[config.mk]
export PLATFORM = sky130hd
export DESIGN_NAME = uart_tx_scheduler
export DESIGN_NICKNAME = d
export VERILOG_FILES = /design/src/rtl/uart_tx_scheduler.sv
export SDC_FILE = /design/constraint.sdc
export NUM_CORES = 1
export LEC_CHECK = 0
export BUFFER_PORTS_ARGS = -buffer_cell sky130_fd_sc_hd__buf_2
export CELL_PAD_IN_SITES_DETAIL_PLACEMENT = 0
export CELL_PAD_IN_SITES_GLOBAL_PLACEMENT = 2
export CORE_MARGIN = 2
export CORE_UTILIZATION = 29
export CTS_BUF_LIST = sky130_fd_sc_hd__clkbuf_8
export CTS_CLUSTER_SIZE = 28
export DETAILED_ROUTE_END_ITERATION = 10
export GPL_ROUTABILITY_DRIVEN = 1
export PLACE_DENSITY = 0.82
export SETUP_SLACK_MARGIN = 0.3
export SLEW_MARGIN = 20
export SYNTH_ARGS = -nofsm -noshare
export SYNTH_HDL_FRONTEND = slang
export SYNTH_SLANG_ARGS = --single-unit
[constraint.sdc]
create_clock -name clk -period 4.1 [get_ports clk]
set_input_delay 1.025 -clock clk [delete_from_list [all_inputs] [get_ports clk]]
set_output_delay 1.025 -clock clk [all_outputs]
set_load 0.1 [all_outputs]
[src/rtl/uart_tx_scheduler.sv]
// uart_tx_scheduler: round-robin arbiter plus UART transmitter that shares one
// TX line and one baud tick among NUM_REQ byte requesters.
// Each frame is 8N1 and sent LSB first.
// Optional macro UART_TX_SCHED_PARITY_EN inserts an even-parity bit between the
// data bits and the stop bit, which makes the frame 8E1.
//
// state  | meaning
// IDLE   | line high, waiting for any request
// ARMED  | byte captured, waiting for the tick that launches the start bit
// START  | start bit on the line
// DATA   | data bit bit_cnt on the line
// PARITY | even parity bit on the line (parity build only)
// STOP   | stop bit on the line; the closing tick may chain straight into the next start bit

module uart_tx_scheduler #(
    parameter int NUM_REQ = 4,
    parameter int ID_W    = 2
) (
    input  logic                 clk,
    input  logic                 rst_n,
    input  logic                 baud_tick,
    input  logic [NUM_REQ-1:0]   req_valid,
    input  logic [NUM_REQ*8-1:0] req_data,
    output logic [NUM_REQ-1:0]   req_ready,
    output logic                 tx,
    output logic                 busy,
    output logic [ID_W-1:0]      grant_id,
    output logic                 frame_done
);

`ifdef UART_TX_SCHED_PARITY_EN
    typedef enum logic [2:0] {
        IDLE   = 3'd0,
        ARMED  = 3'd1,
        START  = 3'd2,
        DATA   = 3'd3,
        STOP   = 3'd4,
        PARITY = 3'd5
    } state_t;
    logic parity_bit;
`else
    typedef enum logic [2:0] {
        IDLE  = 3'd0,
        ARMED = 3'd1,
        START = 3'd2,
        DATA  = 3'd3,
        STOP  = 3'd4
    } state_t;
`endif

    state_t          state;
    logic [ID_W-1:0] rr_ptr;
    logic [7:0]      shreg;
    logic [2:0]      bit_cnt;

    logic            hi_found;
    logic            lo_found;
    logic [ID_W-1:0] hi_idx;
    logic [ID_W-1:0] lo_idx;
    logic [ID_W-1:0] arb_idx;
    logic [ID_W-1:0] ptr_nxt;
    logic            arb_en;
    logic            grant;
    logic [7:0]      arb_byte;

    // Round-robin search.
    // Prefer the lowest valid index at or above the pointer; otherwise wrap
    // around to the lowest valid index overall.
    always_comb begin
        hi_found = 1'b0;
        lo_found = 1'b0;
        hi_idx   = '0;
        lo_idx   = '0;
        for (int i = 0; i < NUM_REQ; i++) begin
            if (req_valid[i] && !hi_found && (ID_W'(i) >= rr_ptr)) begin
                hi_found = 1'b1;
                hi_idx   = ID_W'(i);
            end
            if (req_valid[i] && !lo_found) begin
                lo_found = 1'b1;
                lo_idx   = ID_W'(i);
            end
        end
    end

    assign arb_idx = hi_found ? hi_idx : lo_idx;
    assign ptr_nxt = (arb_idx == ID_W'(NUM_REQ - 1)) ? '0 : arb_idx + ID_W'(1);

    // Arbitration happens only in IDLE or on the closing tick of STOP.
    // It is also held off while reset is asserted, so no ack can leak out
    // during reset.
    assign arb_en = rst_n && ((state == IDLE) || ((state == STOP) && baud_tick));
    assign grant  = arb_en && lo_found;
    assign busy   = (state != IDLE);

    // One-hot acknowledge and selection of the winner's byte.
    always_comb begin
        req_ready = '0;
        arb_byte  = '0;
        for (int i = 0; i < NUM_REQ; i++) begin
            if (arb_idx == ID_W'(i)) begin
                req_ready[i] = grant;
                arb_byte     = req_data[8*i +: 8];
            end
        end
    end

    // Frame sequencer.
    // Captures the winner on a grant and then advances one bit per baud_tick.
    always_ff @(posedge clk or negedge rst_n) begin
        if (!rst_n) begin
            state      <= IDLE;
            tx         <= 1'b1;
            grant_id   <= '0;
            frame_done <= 1'b0;
            rr_ptr     <= '0;
            shreg      <= '0;
            bit_cnt    <= '0;
`ifdef UART_TX_SCHED_PARITY_EN
            parity_bit <= 1'b0;
`endif
        end else begin
            frame_done <= 1'b0;
            if (grant) begin
                shreg    <= arb_byte;
                grant_id <= arb_idx;
                rr_ptr   <= ptr_nxt;
`ifdef UART_TX_SCHED_PARITY_EN
                parity_bit <= ^arb_byte;
`endif
            end
            case (state)
                IDLE: begin
                    tx <= 1'b1;
                    if (lo_found) state <= ARMED;
                end
                ARMED: begin
                    if (baud_tick) begin
                        tx    <= 1'b0;
                        state <= START;
                    end
                end
                START: begin
                    if (baud_tick) begin
                        tx      <= shreg[0];
                        shreg   <= shreg >> 1;
                        bit_cnt <= '0;
                        state   <= DATA;
                    end
                end
                DATA: begin
                    if (baud_tick) begin
                        if (bit_cnt != 3'd7) begin
                            bit_cnt <= bit_cnt + 3'd1;
                            tx      <= shreg[0];
                            shreg   <= shreg >> 1;
                        end else begin
`ifdef UART_TX_SCHED_PARITY_EN
                            tx    <= parity_bit;
                            state <= PARITY;
`else
                            tx    <= 1'b1;
                            state <= STOP;
`endif
                        end
                    end
                end
`ifdef UART_TX_SCHED_PARITY_EN
                PARITY: begin
                    if (baud_tick) begin
                        tx    <= 1'b1;
                        state <= STOP;
                    end
                end
`endif
                STOP: begin
                    if (baud_tick) begin
                        frame_done <= 1'b1;
                        if (lo_found) begin
                            tx    <= 1'b0;
                            state <= START;
                        end else begin
                            state <= IDLE;
                        end
                    end
                end
                default: begin
                    tx    <= 1'b1;
                    state <= IDLE;
                end
            endcase
        end
    end

endmodule

* Word-level counts from Yosys, hierarchy flattened
Cells that the tools add are included.
Word-level totals: output and inout bits 9, word-level logic and storage cells 106, bits in registers 20, input port bits 39
Operators by class: add/sub/neg operators 2, mux-type cells 50, magnitude comparators 4, reduce and logical (&&, ||, !) cells 27, eq/ne operators 16
Operators by type and width (number):
- $mux 8 | 8
- $mux 3 | 9
- $mux 1 | 22
- $ne 2x2->1 const B | 8
- $pmux 8 s2 | 1
- $pmux 3 s5 | 1
- $mux 2 | 7
- $logic_and 1x1->1 | 13
- $eq 3x2->1 const B | 2
- $logic_not 1->1 | 6
- $pmux 3 s2 | 1
- $reduce_and 6->1 | 1
- $reduce_and 5->1 | 1
- $eq 2x2->1 const B | 2
- $ge 1x2->1 const A | 2
- $ge 2x2->1 const A | 2
- $pmux 1 s4 | 1
- $reduce_and 4->1 | 1
- $add 3x1->3 const B | 1
- $eq 3x1->1 const B | 1
- $eq 3x3->1 const B | 1
- $logic_not 3->1 | 1
- $ne 3x3->1 const B | 1
- $reduce_bool 3->1 | 1
- other kinds (5) | 5

* Longest topological paths before layout
Gate-level depths: netlist of the first run.
word-level depth 25, depth in mapped cells 11, gate-level depth less buffers 9

* Worst setup path before layout of the first run
No wires, ideal clock.
path type input to output, from in req_valid[0], to out req_ready[3], cell stages on the path 6, required time 3.075 ns, buffers on the path 2, slack 0.273 ns, arrival time 2.802 ns, path through nor3b_1 -> a211oi_1 -> ha_1 -> clkbuf_1 -> clkbuf_1 -> and2_2
Between the ends: longest elaborated chain between the ends 17, elaborated cells between the ends (all ways) 34, classes of those cells 1 x eq/ne; 16 x mux; 17 x reduce/logical
RTL lines:
- start: declaration | line 22 | input logic [NUM_REQ-1:0] req_valid,
- $logic_and 1x1->1 | line 75 | if (req_valid[i] && !hi_found && (ID_W'(i) >= rr_ptr)) begin
- $mux 1 | line 75
- $logic_not 1->1 | line 75
- $logic_and 1x1->1 (2 in series) | line 75
- $mux 1 | line 75
- $logic_not 1->1 | line 75
- $logic_and 1x1->1 (2 in series) | line 75
- $mux 1 | line 75
- $logic_not 1->1 | line 75
- $logic_and 1x1->1 (2 in series) | line 75
- $mux 2 or $mux 1 (tied branches) | line 75
- $mux 2 (*) | line 86 | assign arb_idx = hi_found ? hi_idx : lo_idx;
- named net arb_idx[0] | line 60 | logic [ID_W-1:0] arb_idx;
- $eq 2x2->1 (*) | line 101 | if (arb_idx == ID_W'(i)) begin
- $mux 1 (*) | line 101
- end: declaration | line 24 | output logic [NUM_REQ-1:0] req_ready,
The timed path passes the listed nets; every way through them passes the cells marked *.

* Worst setup path after layout of the first run
from in req_valid[0], to out req_ready[0]
Between the ends: longest elaborated chain between the ends 17, elaborated cells between the ends (all ways) 34, classes of those cells 16 x mux; 18 x reduce/logical
RTL lines (line):
- $logic_and 1x1->1 | 75
- $mux 1 | 75
- $logic_not 1->1 | 75
- $logic_and 1x1->1 (2 in series) | 75
- $mux 1 | 75
- $logic_not 1->1 | 75
- $logic_and 1x1->1 (2 in series) | 75
- $mux 1 | 75
- $logic_not 1->1 | 75
- $logic_and 1x1->1 (2 in series) | 75
- $mux 2 or $mux 1 (tied branches) | 75
- $mux 2 (*) | 86
- named net arb_idx[0] | 60
- $logic_not 2->1 (*) | 101
- $mux 1 (*) | 101
Marks and branches as above.

==> impl_metrics.py, run 1 <==
metrics = {
    "yosys": {
        "synth_compound_area_frac": 0.2720,
        "post_synth_num_cell_types": 37,
        "synth_adder_area_share": 0.05550,
        "muxShareOfSynthArea": 0.01850,
        "synth-warning-count": 0,
        "synth_nets": 197,
        "synthCells": 152,
        "synthesis.area_per_instance_um2": 8.898,
        "ys_seq_elements": 20,
        "netlist_area_um2": 1353,
        "synth_sequential_area_ratio": 0.3710,
        "post_synth_and_or_nand_nor_area_fraction": 0.2128,
        "combinational_family_with_the_most_area_after_synthesis": "compound AO/OA/AOI/OAI gates",
        "synth-xor-area-share": 0,
    },
    "critical_path": {
        "worst_path_most_repeated_cell": "sky130_fd_sc_hd__buf_2",
        "reg2reg_from": "rr_ptr[1]",
        "critical_path_class": "primary input to primary output",
        "worst_ep_required_time_ns": 3.07,
        "worst_reg2reg_setup_slack_ns": 1.83,
        "cp_slowest_stage_delay_ns": 0.41,
        "worstPathBufferInverterCount": 3,
        "timing.reg2reg.worst_path_depth": 10,
        "cp_data_arrival_time_ns": 2.57,
        "critPathTopFamily": "buffers and inverters",
        "crit_cells": 7,
        "cp_cell_sequence": "buf_2 > nor3b_1 > a211oi_1 > inv_1 > ha_1 > and2_2 > buf_2",
        "crit_path_top_delay_cell": "sky130_fd_sc_hd__buf_2",
        "worst-path-max-fanout": 9,
        "crit_path_end_kind": "primary output",
        "r2r-end": "shreg[3]",
        "startpoint_class_of_the_critical_path": "primary input",
    },
    "power": {
        "swShare": 0.4505,
        "post-layout-total-power_mw": 1.047,
        "p_per_cell_area_nw_per_um2": 600.0,
        "power_frac_clock": 0.147,
        "seqPwrFrac": 0.332,
        "p_leak_nw": 0.8115,
        "p_switching_mw": 0.4718,
        "power.ir.vdd_worst_mv": 0.3056,
        "cellInternalPower_mw": 0.5755,
        "share_comb_of_total_power": 0.521,
    },
    "cells_and_area": {
        "areaGrowthSynthToFinish_pct": 29.05,
        "ant_diodes": 0,
        "post_route_cells_drive_above_1_share": 0.3636,
        "layout.nets": 244,
    },
    "sta": {
        "finalHoldViolations": 0,
        "final_setup_skew_ns": 0.002281,
        "period_minus_slack_ns": 3.597,
        "final_max_slew_viol_count": 0,
        "layout_worst_path_cycle_share": 0.8774,
        "rsz0062_at_grt": "false",
        "worst_slew_pin_slew_ns": 0.5401,
        "timing.max_slew.rel_slack": 0.6389,
        "setup_total_negative_slack_ns": 0,
        "fmaxAchievable_mhz": 278.0,
        "finalSetupViolations": 0,
    },
    "global_route": {
        "grt_max_degree": 22,
        "grt_pass1_wl_um": 5906,
        "gr-usage-all-layers": 0.1428,
        "grt_remaining_overflow": 0,
        "grt_antenna_before_repair": 0,
        "first_global_vias": 1248,
    },
    "routing": {
        "wirelength_um": 3518,
        "route.detailed.drc": 0,
        "via_per_inst": 5.120,
        "avgRoutedWirePerCell_um": 14.07,
        "drt_first_pass_iters": 4,
        "drtAntennaViolNets": 0,
        "detailedRoute.firstIterationViolations": 49,
        "dr_total_vias": 1280,
    },
    "run_status": {
        "run_status": "finished, final reports clean",
    },
    "placed_design": {
        "placement.io_buffers": 47,
        "dp.final_hpwl_um": 2746,
        "place.gp.congestion": 0.7666,
    },
    "clocking": {
        "clockRootBuffer": "sky130_fd_sc_hd__clkbuf_8",
        "clk_pin_slew_worst_paths_ns": 0.08,
        "cts.hold.buffers_added": 0,
        "clock_latency_reported_for_the_late_side_of_the_worst_skew_pair_ns": 0.26,
        "tritoncts": "done",
        "post_cts_resized": 0,
        "cts_htree_levels": 1,
        "cts_inserted_buffers": 3,
        "cts.repair_timing.setup_buffer_count": 0,
        "cts_max_path_buffers": 2,
        "tritoncts_num_sinks": 20,
    },
    "floorplan": {
        "initial_core_util": 0.3064,
        "cell_row_count": 24,
        "fp.dieArea_um2": 5227,
        "chip_height_um": 72.30,
        "num_io_pins": 48,
        "core_area_um2": 4414,
        "dieWidth_um": 72.30,
    },
    "hold_path": {
        "hold_path.class": "register to register",
        "holdPathEnd": "bit_cnt[2]",
        "whs_path_depth": 2,
        "min_from": "bit_cnt[2]",
    },
    "run": {
        "cap_viol_max_count": 0,
    },
}
[how the worst max path moves through the flow]
stage,from,endpoint,slack [ns]
2_1_floorplan,req_valid[0],req_ready[2],0.34
3_3_place_gp,req_valid[0],req_ready[0],0.58
3_5_place_dp,req_valid[0],req_ready[0],0.51
4_1_cts,req_valid[0],req_ready[0],0.51
5_1_grt,req_valid[0],req_ready[0],0.37
6_report,req_valid[0],req_ready[0],0.50
[cell type report]
class / instances / area, µm²
sequential: 20 / 501.7
inverter: 11 / 41.29
clock buffer: 4 / 55.05
timing repair buffer: 53 / 325.3
fill: 469 / 2669
multi-input combinational: 110 / 757.0
tap: 52 / 65.06
[tightest hold or removal path, cell delays in order (launching register included)]
cell and delay (ns):
sky130_fd_sc_hd__dfrtp_1 0.35, sky130_fd_sc_hd__nand2_1 0.05, sky130_fd_sc_hd__o21ai_0 0.06
[flip-flops by register name (all words and copies together) (netlist names)]
name	count
rr_ptr	2
frame_done	1
grant_id	2
shreg	8
tx	1
bit_cnt	3
state	3
[synthesized netlist by cell type]
library cell | n | area (µm²)
sky130_fd_sc_hd__dfrtp_1 | 19 | 475.5
sky130_fd_sc_hd__nand2_1 | 19 | 71.32
sky130_fd_sc_hd__a21oi_1 | 13 | 65.06
sky130_fd_sc_hd__inv_1 | 11 | 41.29
sky130_fd_sc_hd__a211o_1 | 7 | 61.31
sky130_fd_sc_hd__a221oi_1 | 7 | 61.31
sky130_fd_sc_hd__clkbuf_1 | 7 | 26.28
sky130_fd_sc_hd__nand3b_1 | 7 | 52.55
sky130_fd_sc_hd__o21ai_0 | 7 | 35.03
sky130_fd_sc_hd__o221a_2 | 7 | 78.83
sky130_fd_sc_hd__ha_1 | 6 | 75.07
sky130_fd_sc_hd__nand3_1 | 6 | 30.03
sky130_fd_sc_hd__and2_2 | 4 | 30.03
sky130_fd_sc_hd__nor2b_1 | 4 | 25.02
sky130_fd_sc_hd__a211oi_1 | 3 | 22.52
sky130_fd_sc_hd__nand2b_1 | 2 | 12.51
sky130_fd_sc_hd__nor2_1 | 2 | 7.510
sky130_fd_sc_hd__nor3_1 | 2 | 10.01
sky130_fd_sc_hd__a21boi_0 | 1 | 7.510
sky130_fd_sc_hd__a21o_1 | 1 | 7.510
sky130_fd_sc_hd__a31oi_1 | 1 | 6.260
sky130_fd_sc_hd__and3_1 | 1 | 6.260
sky130_fd_sc_hd__and4_4 | 1 | 11.26
sky130_fd_sc_hd__buf_1 | 1 | 3.750
sky130_fd_sc_hd__buf_2 | 1 | 5.000
sky130_fd_sc_hd__buf_4 | 1 | 7.510
sky130_fd_sc_hd__buf_6 | 1 | 11.26
sky130_fd_sc_hd__dfstp_2 | 1 | 26.28
sky130_fd_sc_hd__mux2_4 | 1 | 15.01
sky130_fd_sc_hd__mux2i_1 | 1 | 10.01
sky130_fd_sc_hd__nand4_1 | 1 | 6.260
sky130_fd_sc_hd__nor3b_1 | 1 | 7.510
sky130_fd_sc_hd__o211ai_1 | 1 | 7.510
sky130_fd_sc_hd__o22ai_1 | 1 | 6.260
sky130_fd_sc_hd__o32ai_1 | 1 | 8.760
sky130_fd_sc_hd__or3_1 | 1 | 6.260
sky130_fd_sc_hd__or4_4 | 1 | 11.26
[cells by family after synthesis]
logic type	after synthesis
flip-flops	20
buffers and inverters	22
AO/OA/AOI/OAI	50
multiplexers	2
adder cells (fa/ha/maj)	6
AND/OR/NAND/NOR	52
[cell usage in the layout (no fill, tap or decap), types with 4 or more instances in the layout]
cell and n:
sky130_fd_sc_hd__clkbuf_8 4, sky130_fd_sc_hd__nand3_1 6, sky130_fd_sc_hd__ha_1 6, sky130_fd_sc_hd__a221oi_1 7, sky130_fd_sc_hd__buf_2 44, sky130_fd_sc_hd__o21ai_0 7
sky130_fd_sc_hd__nand2_1 19, sky130_fd_sc_hd__nor2b_1 4, sky130_fd_sc_hd__nand3b_1 7, sky130_fd_sc_hd__o221a_2 7, sky130_fd_sc_hd__buf_4 6, sky130_fd_sc_hd__a21oi_1 13
sky130_fd_sc_hd__inv_1 11, sky130_fd_sc_hd__dfrtp_1 19, sky130_fd_sc_hd__a211o_1 7
[power groups by stage]
stage | logic, mW | clock network [mW] | registers, mW
floorplan | 0.330 | 0 | 0.433
global placement | 0.534 | 0 | 0.348
detailed placement | 0.548 | 0 | 0.349
CTS | 0.551 | 0.158 | 0.346
global route | 0.603 | 0.166 | 0.360
finish | 0.546 | 0.154 | 0.348
[metal layers]
layer / up-vias / routed length [µm] / part of all wire / track usage
met1: 597 / 1586 / 0.45 / 0.1880
met4: 0 / 59 / 0.017 / 0.05031
met2: 20 / 1761 / 0.50 / 0.2385
li1: 657 / - / - / -
met3: 6 / 111 / 0.032 / 0.02083
met5: - / 0 / 0 / 0
[through the flow]
stage	hold slack, ns	area (µm²)	setup slack, ns	utilization	instances
finish	0.4963	1745	0.5026	0.3954	250
detailed placement	0.4809	1690	0.5130	0.3829	246
global route	0.5355	1745	0.3717	0.3954	250
CTS	0.4988	1745	0.5058	0.3954	250
floorplan	0.4538	1354	0.3415	-	152
global placement	0.4675	1690	0.5793	0.3829	246
(Power assumes the default switching activity.)
==> run 2: changes to the inputs <==
--- a/config.mk
+++ b/config.mk
@@ -9,13 +9,14 @@
 export CELL_PAD_IN_SITES_DETAIL_PLACEMENT = 0
 export CELL_PAD_IN_SITES_GLOBAL_PLACEMENT = 2
 export CORE_MARGIN = 2
-export CORE_UTILIZATION = 29
+export CORE_UTILIZATION = 26
 export CTS_BUF_LIST = sky130_fd_sc_hd__clkbuf_8
 export CTS_CLUSTER_SIZE = 28
 export DETAILED_ROUTE_END_ITERATION = 10
 export GPL_ROUTABILITY_DRIVEN = 1
-export PLACE_DENSITY = 0.82
+export PLACE_DENSITY = 0.78
 export SETUP_SLACK_MARGIN = 0.3
+export SKIP_CTS_REPAIR_TIMING = 1
 export SLEW_MARGIN = 20
 export SYNTH_ARGS = -nofsm -noshare
 export SYNTH_HDL_FRONTEND = slang
==> constraint.sdc (replaced) <==
create_clock -name clk -period 3 [get_ports clk]
set_input_delay 0.75 -clock clk [delete_from_list [all_inputs] [get_ports clk]]
set_output_delay 0.75 -clock clk [all_outputs]
set_load 0.1 [all_outputs]
==> impl_metrics.py, run 2 (same netlist as run 1, synthesis figures left out) <==
metrics = {
    "power": {
        "share_comb_of_total_power": 0.528,
        "p_switching_mw": 0.6758,
        "post-layout-total-power_mw": 1.567,
        "cellInternalPower_mw": 0.8907,
        "power_frac_clock": 0.172,
        "p_leak_nw": 0.8744,
        "power.ir.vdd_worst_mv": 0.4932,
        "swShare": 0.4314,
        "seqPwrFrac": 0.300,
        "p_per_cell_area_nw_per_um2": 804.6,
    },
    "critical_path": {
        "cp_data_arrival_time_ns": 1.93,
        "crit_path_top_delay_cell": "sky130_fd_sc_hd__or4_4",
        "timing.reg2reg.worst_path_depth": 10,
        "cp_cell_sequence": "buf_2 > or4_4 > and4_4 > and2_4 > buf_12",
        "crit_path_end_kind": "primary output",
        "critical_path_class": "primary input to primary output",
        "worst_ep_required_time_ns": 2.25,
        "startpoint_class_of_the_critical_path": "primary input",
        "crit_start": "req_valid[2]",
        "reg2reg_from": "rr_ptr[1]",
        "cp_slowest_stage_delay_ns": 0.55,
        "worst-path-max-fanout": 7,
    },
    "placed_design": {
        "placement.io_buffers": 47,
        "placed_cell_areas_um2": 1793,
        "dp_worst_setup_slack_ns": 0.1113,
        "dp.final_hpwl_um": 2858,
        "place.gp.congestion": 0.6925,
    },
    "global_route": {
        "grt_pass1_wl_um": 6120,
        "grt_antenna_before_repair": 0,
        "grt_max_degree": 22,
        "gr-usage-all-layers": 0.1298,
        "first_global_vias": 1241,
        "grt_remaining_overflow": 0,
    },
    "routing": {
        "detailedRoute.firstIterationViolations": 67,
        "avgRoutedWirePerCell_um": 13.36,
        "route.detailed.drc": 0,
        "drtAntennaViolNets": 0,
        "drt_first_pass_iters": 4,
        "dr_total_vias": 1334,
        "via_per_inst": 4.816,
        "wirelength_um": 3701,
    },
    "cells_and_area": {
        "areaGrowthSynthToFinish_pct": 43.94,
        "largest_register_ff_count": 8,
        "post_route_cells_drive_above_1_share": 0.4444,
        "layout.cells.most_common": "sky130_fd_sc_hd__buf_2",
        "layout.nets": 253,
        "largest_register": "shreg",
        "layout.cells.most_common_list": "sky130_fd_sc_hd__buf_2 (42), sky130_fd_sc_hd__dfrtp_1 (19), sky130_fd_sc_hd__nand2_1 (18), sky130_fd_sc_hd__buf_4 (15)",
        "largest_registers": "shreg: 8 flops, bit_cnt: 3 flops, state: 3 flops",
        "final_core_utilization": 0.3836,
        "ant_diodes": 0,
        "final_area_um2": 1947,
    },
    "floorplan": {
        "core_area_um2": 5075,
        "chip_height_um": 76.13,
        "dieWidth_um": 76.13,
        "initial_core_util": 0.2665,
        "cell_row_count": 26,
        "num_io_pins": 48,
        "fp.dieArea_um2": 5795,
    },
    "clocking": {
        "tritoncts_num_sinks": 20,
        "tritoncts": "done",
        "cts_inserted_buffers": 3,
        "clock_latency_reported_for_the_late_side_of_the_worst_skew_pair_ns": 0.26,
        "clk_pin_slew_worst_paths_ns": 0.08,
        "cts_max_path_buffers": 2,
        "clockRootBuffer": "sky130_fd_sc_hd__clkbuf_8",
        "cts_htree_levels": 1,
    },
    "sta": {
        "rsz0062_at_grt": "true",
        "worst_slew_pin_slew_ns": 0.5505,
        "fmaxAchievable_mhz": 373.3,
        "layout_worst_path_cycle_share": 0.8929,
        "final_setup_skew_ns": 0.0007476,
        "period_minus_slack_ns": 2.679,
        "final_max_slew_viol_count": 0,
        "timing.max_slew.rel_slack": 0.6320,
        "setup_total_negative_slack_ns": 0,
        "setup_ws_ns": 0.3212,
        "finalSetupViolations": 0,
        "finalHoldViolations": 0,
    },
    "hold_path": {
        "whs_path_depth": 2,
        "hold_path.class": "register to register",
        "min_from": "bit_cnt[2]",
    },
    "run": {
        "cap_viol_max_count": 0,
    },
    "run_status": {
        "run_status": "finished, final reports clean",
    },
}
[run 2: final timing paths]
kind | to | slack, ns
worst max-delay path | req_ready[0] | 0.32
worst min-delay path | bit_cnt[2] | 0.49
worst max register to register | shreg[1] | 0.73
worst min register to register | bit_cnt[2] | 0.49
max in group asynchronous | tx | 2.23
min in group asynchronous | bit_cnt[1] | 0.50
[run 2: power by group through the flow]
stage                     combinational [mW]  sequential [mW]  clock, mW
after floorplan                        0.494            0.601          0
after global placement                 0.804            0.475          0
after detailed placement               0.807            0.475          0
after CTS                              0.808            0.471      0.280
after global routing                   0.916            0.485      0.289
final                                  0.827            0.470      0.270
[run 2: metal layers]
layer	wire, µm	GRT usage	vias to the layer above
li1	-	-	668
met1	1767	0.1776	644
met2	1781	0.2054	18
met3	102	0.02607	4
met4	49	0.04364	0
met5	0	0	-
[run 2: cell type report]
class | instances | area [µm²]
fillers | 558 | 3128
flip-flops and latches | 20 | 501.7
repair buffers | 62 | 417.9
multi-input cells | 110 | 827.0
inverters | 11 | 41.29
clock inverters | 1 | 30.03
clock buffers | 3 | 41.29
well taps | 70 | 87.58
[run 2: stage by stage]
step	hold slack (ns)	cells
after global placement	0.4735	269
final	0.4908	277
after global routing	0.5134	277
after detailed placement	0.4806	269
after floorplan	0.4538	152
after CTS	0.4993	273
[run 2: worst max-delay path, delay by kind of cell]
kind	cells	cell delay, ns
buffers and inverters	2	0.28
and+or+nand+nor	3	0.89
